**config.mk**
```make
export PLATFORM = sky130hd
export DESIGN_NAME = sync_fifo_flex
export DESIGN_NICKNAME = d
export VERILOG_FILES = /design/src/rtl/sync_fifo_flex.sv
export SDC_FILE = /design/constraint.sdc
export NUM_CORES = 1
export LEC_CHECK = 0
export BUFFER_PORTS_ARGS = -buffer_cell sky130_fd_sc_hd__buf_4
export CAP_MARGIN = 20
export CORE_MARGIN = 1
export CORE_UTILIZATION = 59
export CTS_CLUSTER_SIZE = 10
export DETAILED_ROUTE_END_ITERATION = 10
export PLACE_DENSITY = 0.88
export SLEW_MARGIN = 40
export SYNTH_ARGS = -nofsm -noshare
export SYNTH_HDL_FRONTEND = slang
export SYNTH_SLANG_ARGS = --single-unit
```
**constraint.sdc**
```tcl
create_clock -name clk -period 2.82 [get_ports clk]
set_input_delay 0.564 -clock clk [delete_from_list [all_inputs] [get_ports clk]]
set_output_delay 0.564 -clock clk [all_outputs]
set_load 0.01 [all_outputs]
```
**src/rtl/sync_fifo_flex.sv**
```systemverilog
// Single-clock FIFO with selectable standard or first-word-fall-through read,
// occupancy count, almost flags, and sticky error flags when SYNC_FIFO_ERR_EN is defined.
module sync_fifo_flex #(
  parameter int DEPTH      = 8,
  parameter int DATA_WIDTH = 8,
  parameter int FWFT       = 0,
  parameter int AF_THRESH  = DEPTH - 2,
  parameter int AE_THRESH  = 2
) (
  input  logic                    clk,
  input  logic                    rst_n,
  input  logic                    w_en,
  input  logic [DATA_WIDTH-1:0]   data_in,
  input  logic                    r_en,
  output logic [DATA_WIDTH-1:0]   data_out,
  output logic                    full,
  output logic                    empty,
  output logic                    almost_full,
  output logic                    almost_empty,
  output logic [$clog2(DEPTH):0]  count
`ifdef SYNC_FIFO_ERR_EN
  ,
  output logic                    overflow,
  output logic                    underflow
`endif
);

  localparam int AW = $clog2(DEPTH);
  localparam int PW = AW + 1;
  localparam logic [PW-1:0] FULL_COUNT = PW'(DEPTH);
  localparam logic [PW-1:0] AF_LEVEL   = PW'(AF_THRESH);
  localparam logic [PW-1:0] AE_LEVEL   = PW'(AE_THRESH);

  logic [DATA_WIDTH-1:0] r_mem [DEPTH];
  logic [PW-1:0]         r_wrPtr;
  logic [PW-1:0]         r_rdPtr;
  logic [PW-1:0]         r_count;
  logic                  w_wrAccept;
  logic                  w_rdAccept;

  // Pointers carry one extra bit so equal pointers unambiguously mean empty.
  assign empty        = (r_wrPtr == r_rdPtr);
  assign full         = (r_count == FULL_COUNT);
  assign almost_full  = (r_count >= AF_LEVEL);
  assign almost_empty = (r_count <= AE_LEVEL);
  assign count        = r_count;

  assign w_wrAccept = w_en & ~full;
  assign w_rdAccept = r_en & ~empty;

  always_ff @(posedge clk) begin
    if (!rst_n) begin
      r_wrPtr <= '0;
      r_rdPtr <= '0;
      r_count <= '0;
    end else begin
      if (w_wrAccept) r_wrPtr <= r_wrPtr + PW'(1);
      if (w_rdAccept) r_rdPtr <= r_rdPtr + PW'(1);
      case ({w_wrAccept, w_rdAccept})
        2'b10:   r_count <= r_count + PW'(1);
        2'b01:   r_count <= r_count - PW'(1);
        default: r_count <= r_count;
      endcase
    end
  end

  // Storage is deliberately left out of reset; only the write is suppressed.
  always_ff @(posedge clk) begin
    if (rst_n && w_wrAccept) r_mem[r_wrPtr[AW-1:0]] <= data_in;
  end

  generate
    if (FWFT != 0) begin : g_fwft
      assign data_out = empty ? '0 : r_mem[r_rdPtr[AW-1:0]];
    end else begin : g_std
      logic [DATA_WIDTH-1:0] r_dataOut;

      always_ff @(posedge clk) begin
        if (!rst_n)          r_dataOut <= '0;
        else if (w_rdAccept) r_dataOut <= r_mem[r_rdPtr[AW-1:0]];
      end

      assign data_out = r_dataOut;
    end
  endgenerate

`ifdef SYNC_FIFO_ERR_EN
  logic r_overflow;
  logic r_underflow;

  // Flags latch any rejected request and hold until reset.
  always_ff @(posedge clk) begin
    if (!rst_n) begin
      r_overflow  <= 1'b0;
      r_underflow <= 1'b0;
    end else begin
      if (w_en && full)  r_overflow  <= 1'b1;
      if (r_en && empty) r_underflow <= 1'b1;
    end
  end

  assign overflow  = r_overflow;
  assign underflow = r_underflow;
`endif

endmodule

```
# [Word level (Yosys, flattened, before mapping)]
# Memory sizes are Yosys's and may differ from the RTL's. A register that Yosys moved wholly into a read port is not among the register bits.
# Index checks and enable logic that the tools add are counted.
[classes] addsub=4 magnitude_cmp=2 eq_ne=4 n_mux=3 bitwise=4 reduce_logical=3
[ops] op="$add 4x1->4 const B" n=3
[ops] op="$pmux 4 s2" n=1
[ops] op="$eq 4x4->1" n=1
[ops] op="$eq 4x4->1 const B" n=1
[ops] op="$ge 4x3->1 const B" n=1
[ops] op="$le 4x2->1 const B" n=1
[ops] op="$sub 4x1->4 const B" n=1
[ops] op="$and 1x1->1" n=2
[ops] op="$eq 2x1->1 const B" n=1
[ops] op="$eq 2x2->1 const B" n=1
[ops] op="$mux 1" n=2
[ops] op="$not 1->1" n=2
[ops] op="$reduce_bool 2->1" n=1
[ops] op="$logic_and 1x1->1" n=1
[ops] op="$logic_not 1->1" n=1
[word_totals] register_bits=12 ram_bits=64 inputBits=12 output_inout_bits=16 word_cells=24 memories=1
[memory_table] memory="r_mem" depth=8 word_bits=8 rd=1 rd_clocked_by_memory_dff=1 write_ports=1 line_no="34" source="logic [DATA_WIDTH-1:0] r_mem [DEPTH];"

# [Logic depth before layout (Yosys ltp)]
[depth] word_depth=6 mapped_depth=9 mapped_depth_nobuf=8

# [Worst setup path before layout]
# No wires, ideal clock.
[synth_timing] path_kind="reg2reg" from="register r_count[0] (netlist: count[0])" to="register r_count[3] (netlist: count[3])" setup_time_ns=0.072 arrival_time_ns=2.272 t_required_ns=2.748 setup_slack_ns=0.476 path_stages_with_launch=10 path_buffers=1 synth_period_minus_slack_ns=2.344 cell_sequence="dfxtp_1 or4b_1 buf_6 nand2_4 ha_1 ha_1 a21o_1 a21oi_1 mux2i_1 mux2i_1"
[synth_between] elab_chain_cells=5 elab_cells_between_ends=9 cone_classes="add/sub (2); eq/ne (3); mux (1); bitwise (2); reduce/logical (1)"
[synth_lines] element="from (decl)" line_no="37" source="logic [PW-1:0] r_count;"
[synth_lines] element="from (signal assigned)" line_no="60" source="2'b10: r_count <= r_count + PW'(1);"
[synth_lines] element="from (signal assigned)" line_no="61" source="2'b01: r_count <= r_count - PW'(1);"
[synth_lines] element="from (signal assigned)" line_no="62" source="default: r_count <= r_count;"
[synth_lines] element="$eq 4x4->1" line_no="43" source="assign full = (r_count == FULL_COUNT);"
[synth_lines] element="$not 1->1" line_no="48" source="assign w_wrAccept = w_en & ~full;"
[synth_lines] element="$and 1x1->1" line_no="48"
[synth_lines] element="$eq 2x1->1 or $eq 2x2->1 (tied branches)" line_no="59" source="case ({w_wrAccept, w_rdAccept})"
[synth_lines] element="$pmux 4 s2 or $reduce_bool 2->1 (tied branches)"
# Parallel ways exist; a longest one is shown, timed or not.
# A chain may end at the register's enable or synchronous reset.

# [Worst setup path in the final report]
# Ends and elaborated chain as after synthesis.

==> reports/qor.yml <==
run_status:
  status: "finished clean"
route:
  viasPerCell: 5.882
  num_vias: 1888
  drt-total-wl_um: 6167
  dr.pass1.iters: 4
  ant_nets: 0
  remaining_drc_errors: 0
  dr.first_iter.drc_count: 168
  wl_per_cell_um: 19.21
die:
  rows: 27
  boundaryPins: 28
  start_util_pct: 62.04
  die_h_um: 78.56
  die-width_um: 78.56
  die_area_mm2: 0.006172
  core_mm2: 0.005574
synthesis:
  synthTopCellsByCount: "edfxtp_1, dfxtp_1, mux4_2"
  synth-edff-count: 64
  syn_inst: 206
  syn-cell-area_mm2: 0.003458
  yosysTopAreaCell: "edfxtp_1"
  ys.flop_type: "edfxtp_1"
  synth_top_area_share_pct: 55.57
  yosysWarnings: 0
  yosys-top-cells-area: "edfxtp_1, dfxtp_1, mux4_2"
  yosysSeqAreaShare_pct: 67.15
  synth_cell_types: 37
  synth.most_common_cell: "edfxtp_1"
  ys_ff_latch: 84
  syn_nets: 224
  async_flop_share_pct: 0
  avgSynthCellArea_um2: 16.79
sta:
  worstMarginPinSlew_ns: 0.8349
  hold_slack_ns: 0.4301
  clock_skew_ns: 0.006657
  setup_violations: 0
  setup_total_negative_slack_ns: 0
  rsz0062_at_grt: "false"
  final.min_clock_period_ns: 2.566
  fmax_ghz: 0.3898
  period_share_pct: 90.98
  setup_ws_ns: 0.2544
  slew_viol_final: 0
  finalHoldViolCount: 0
  slew_headroom_pct: 43.91
setup_path:
  worstPathRequired_ns: 3.11
  crit_path_end_kind: "flop"
  cp_top_family: "simple AND/OR/NAND/NOR gates"
  crit_path_max_fanout: 7
  rrSetupSlack_ns: 0.25
  crit_path_cell_trace: "or4b_1, nand2_4, ha_1, ha_1, a21o_1, a21oi_1, mux2i_1, mux2i_1"
  cp_slowest_cell: "or4b_1"
  timing.rr.start: "count[0]"
  crit_buf_inv: 0
  critPathLaunchType: "flop"
  worstPathArrival_ns: 2.85
  r2r_cells: 8
  max_stage_delay_ns: 0.70
  worstSetupPathType: "reg -> reg"
  crit_path_start: "count[0]"
  reg2reg_to: "count[3]"
clock_network:
  cts_inserted_buffers: 9
  cts_post_setup_buffers_inserted: 0
  hold_buffers: 0
  cts_resized: 0
  clockBufferDepth: 2
  tritoncts: "yes"
  clockRootBuffer: "clkbuf_8"
  cts_sinks: 84
  cts_htree_levels: 3
  clk_pin_slew_ns: 0.09
  clock_latency_ns: 0.36
layout:
  diodes: 0
  drive_gt1_share_pct: 30.12
  layout.nets: 262
  seq_area_mm2: 0.002322
  final_cell_area_mm2: 0.003986
  syn2layout_area_growth_pct: 15.27
  fill_cells: 366
  utilization_pct: 71.52
  multi_input_area_mm2: 0.001049
grt:
  grt_max_degree: 22
  grt_pass1_wl_um: 9722
  grt_pass1_vias: 1834
  overflow: 0
  antenna_found_initial: 0
  grt_use_total_pct: 22.82
min_path:
  hold_path_depth: 1
  hp-class: "in -> reg"
  worstHoldStart: "data_in[1]"
  hold_path_end: "r_mem[7][1]"
flow_run:
  drv_cap: 0
placed_design:
  place_ws_ns: 0.3118
  placed_area_mm2: 0.003765
  port_buffers: 27
  dp_hpwl_um: 3824
  gp_congestion: 0.8337
pwr:
  power_density_mw_per_mm2: 762.2
  vdd.ir_drop.worst_mv: 0.6453
  leakage_uw: 0.001399
[cells by family (layout without fill, tap and decap cells)]
group / count (synthesis) / in the layout / share of synthesized area (%)
buffers and inverters: 16 / 59 / 2.532
xor gates and xnor gates: 9 / 9 / 2.497
adders and majority gates: 6 / 6 / 2.388
DFF: 84 / 84 / 67.15
muxes: 27 / 27 / 13.60
and+or+nand+nor: 44 / 44 / 6.910
AOI/OAI and AO/OA: 20 / 20 / 4.921
[where the power goes]
group	leakage [µW]	total [µW]	switching, µW	internal, µW
sequential	0.000741	1490	77.2	1410
clock	0.000107	948	441	507
combinational	0.000550	602	299	303
total	0.00140	3040	817	2220
[worst reg2reg max path, cell delays in order, from the launching register on]
cell and delay, ns:
dfxtp_1 0.38, or4b_1 0.70, nand2_4 0.15, ha_1 0.23, ha_1 0.26, a21o_1 0.18, a21oi_1 0.17, mux2i_1 0.24
mux2i_1 0.19
[worst max-delay path by stage]
stage | endpoint | slack (ns) | cells after the start
floorplan | count[3] | 0.48 | 9
global placement | count[3] | 0.40 | 8
detailed placement | count[3] | 0.31 | 8
CTS | count[3] | 0.28 | 8
global route | count[3] | 0.14 | 8
finish | count[3] | 0.25 | 8
[flip-flops by register name, summed over array words and instances (netlist names)]
signal	cells
count	4
r_mem	64
data_out	8
r_rdPtr	4
r_wrPtr	4
[per-stage QoR]
| stage | total power [µW] | instances |
|---|---|---|
| 3_3_place_gp | 2097 | 305 |
| 5_1_grt | 3185 | 321 |
| 4_1_cts | 3062 | 321 |
| 2_1_floorplan | 1903 | 206 |
| 3_5_place_dp | 2121 | 305 |
| 6_report | 3038 | 321 |
[area by class of cell]
cell class / count / share of cell area [%]
inverter: 5 / 0.4708
timing repair buffer: 38 / 7.156
clock inverter: 6 / 2.354
clock buffer: 10 / 3.201
sequential: 84 / 58.25
multi-input combinational: 106 / 26.30
tap: 72 / 2.260
[cell usage in the layout, fill, tap and decap left out, types with 2 or more instances in the layout]
master,count
edfxtp_1,64
buf_4,38
dfxtp_1,20
mux4_2,16
mux2i_1,11
nand2_1,9
nor2_1,9
clkbuf_8,9
o2bb2ai_1,8
xnor2_1,7
and2_1,6
inv_1,5
ha_1,5
nand2b_1,4
nand3_1,3
o21ai_0,3
nand4_1,2
nor3_1,2
a21o_1,2
nor2b_1,2
a21oi_1,2
a31o_2,2
bufinv_16,2
inv_6,2
[layer usage]
metal | track usage, % | wire, µm
met3 | 7.326 | 346
met2 | 33.91 | 3130
met1 | 30.36 | 2532
met5 | 0 | 0
met4 | 11.48 | 157
Power figures use the tool's default switching activity.
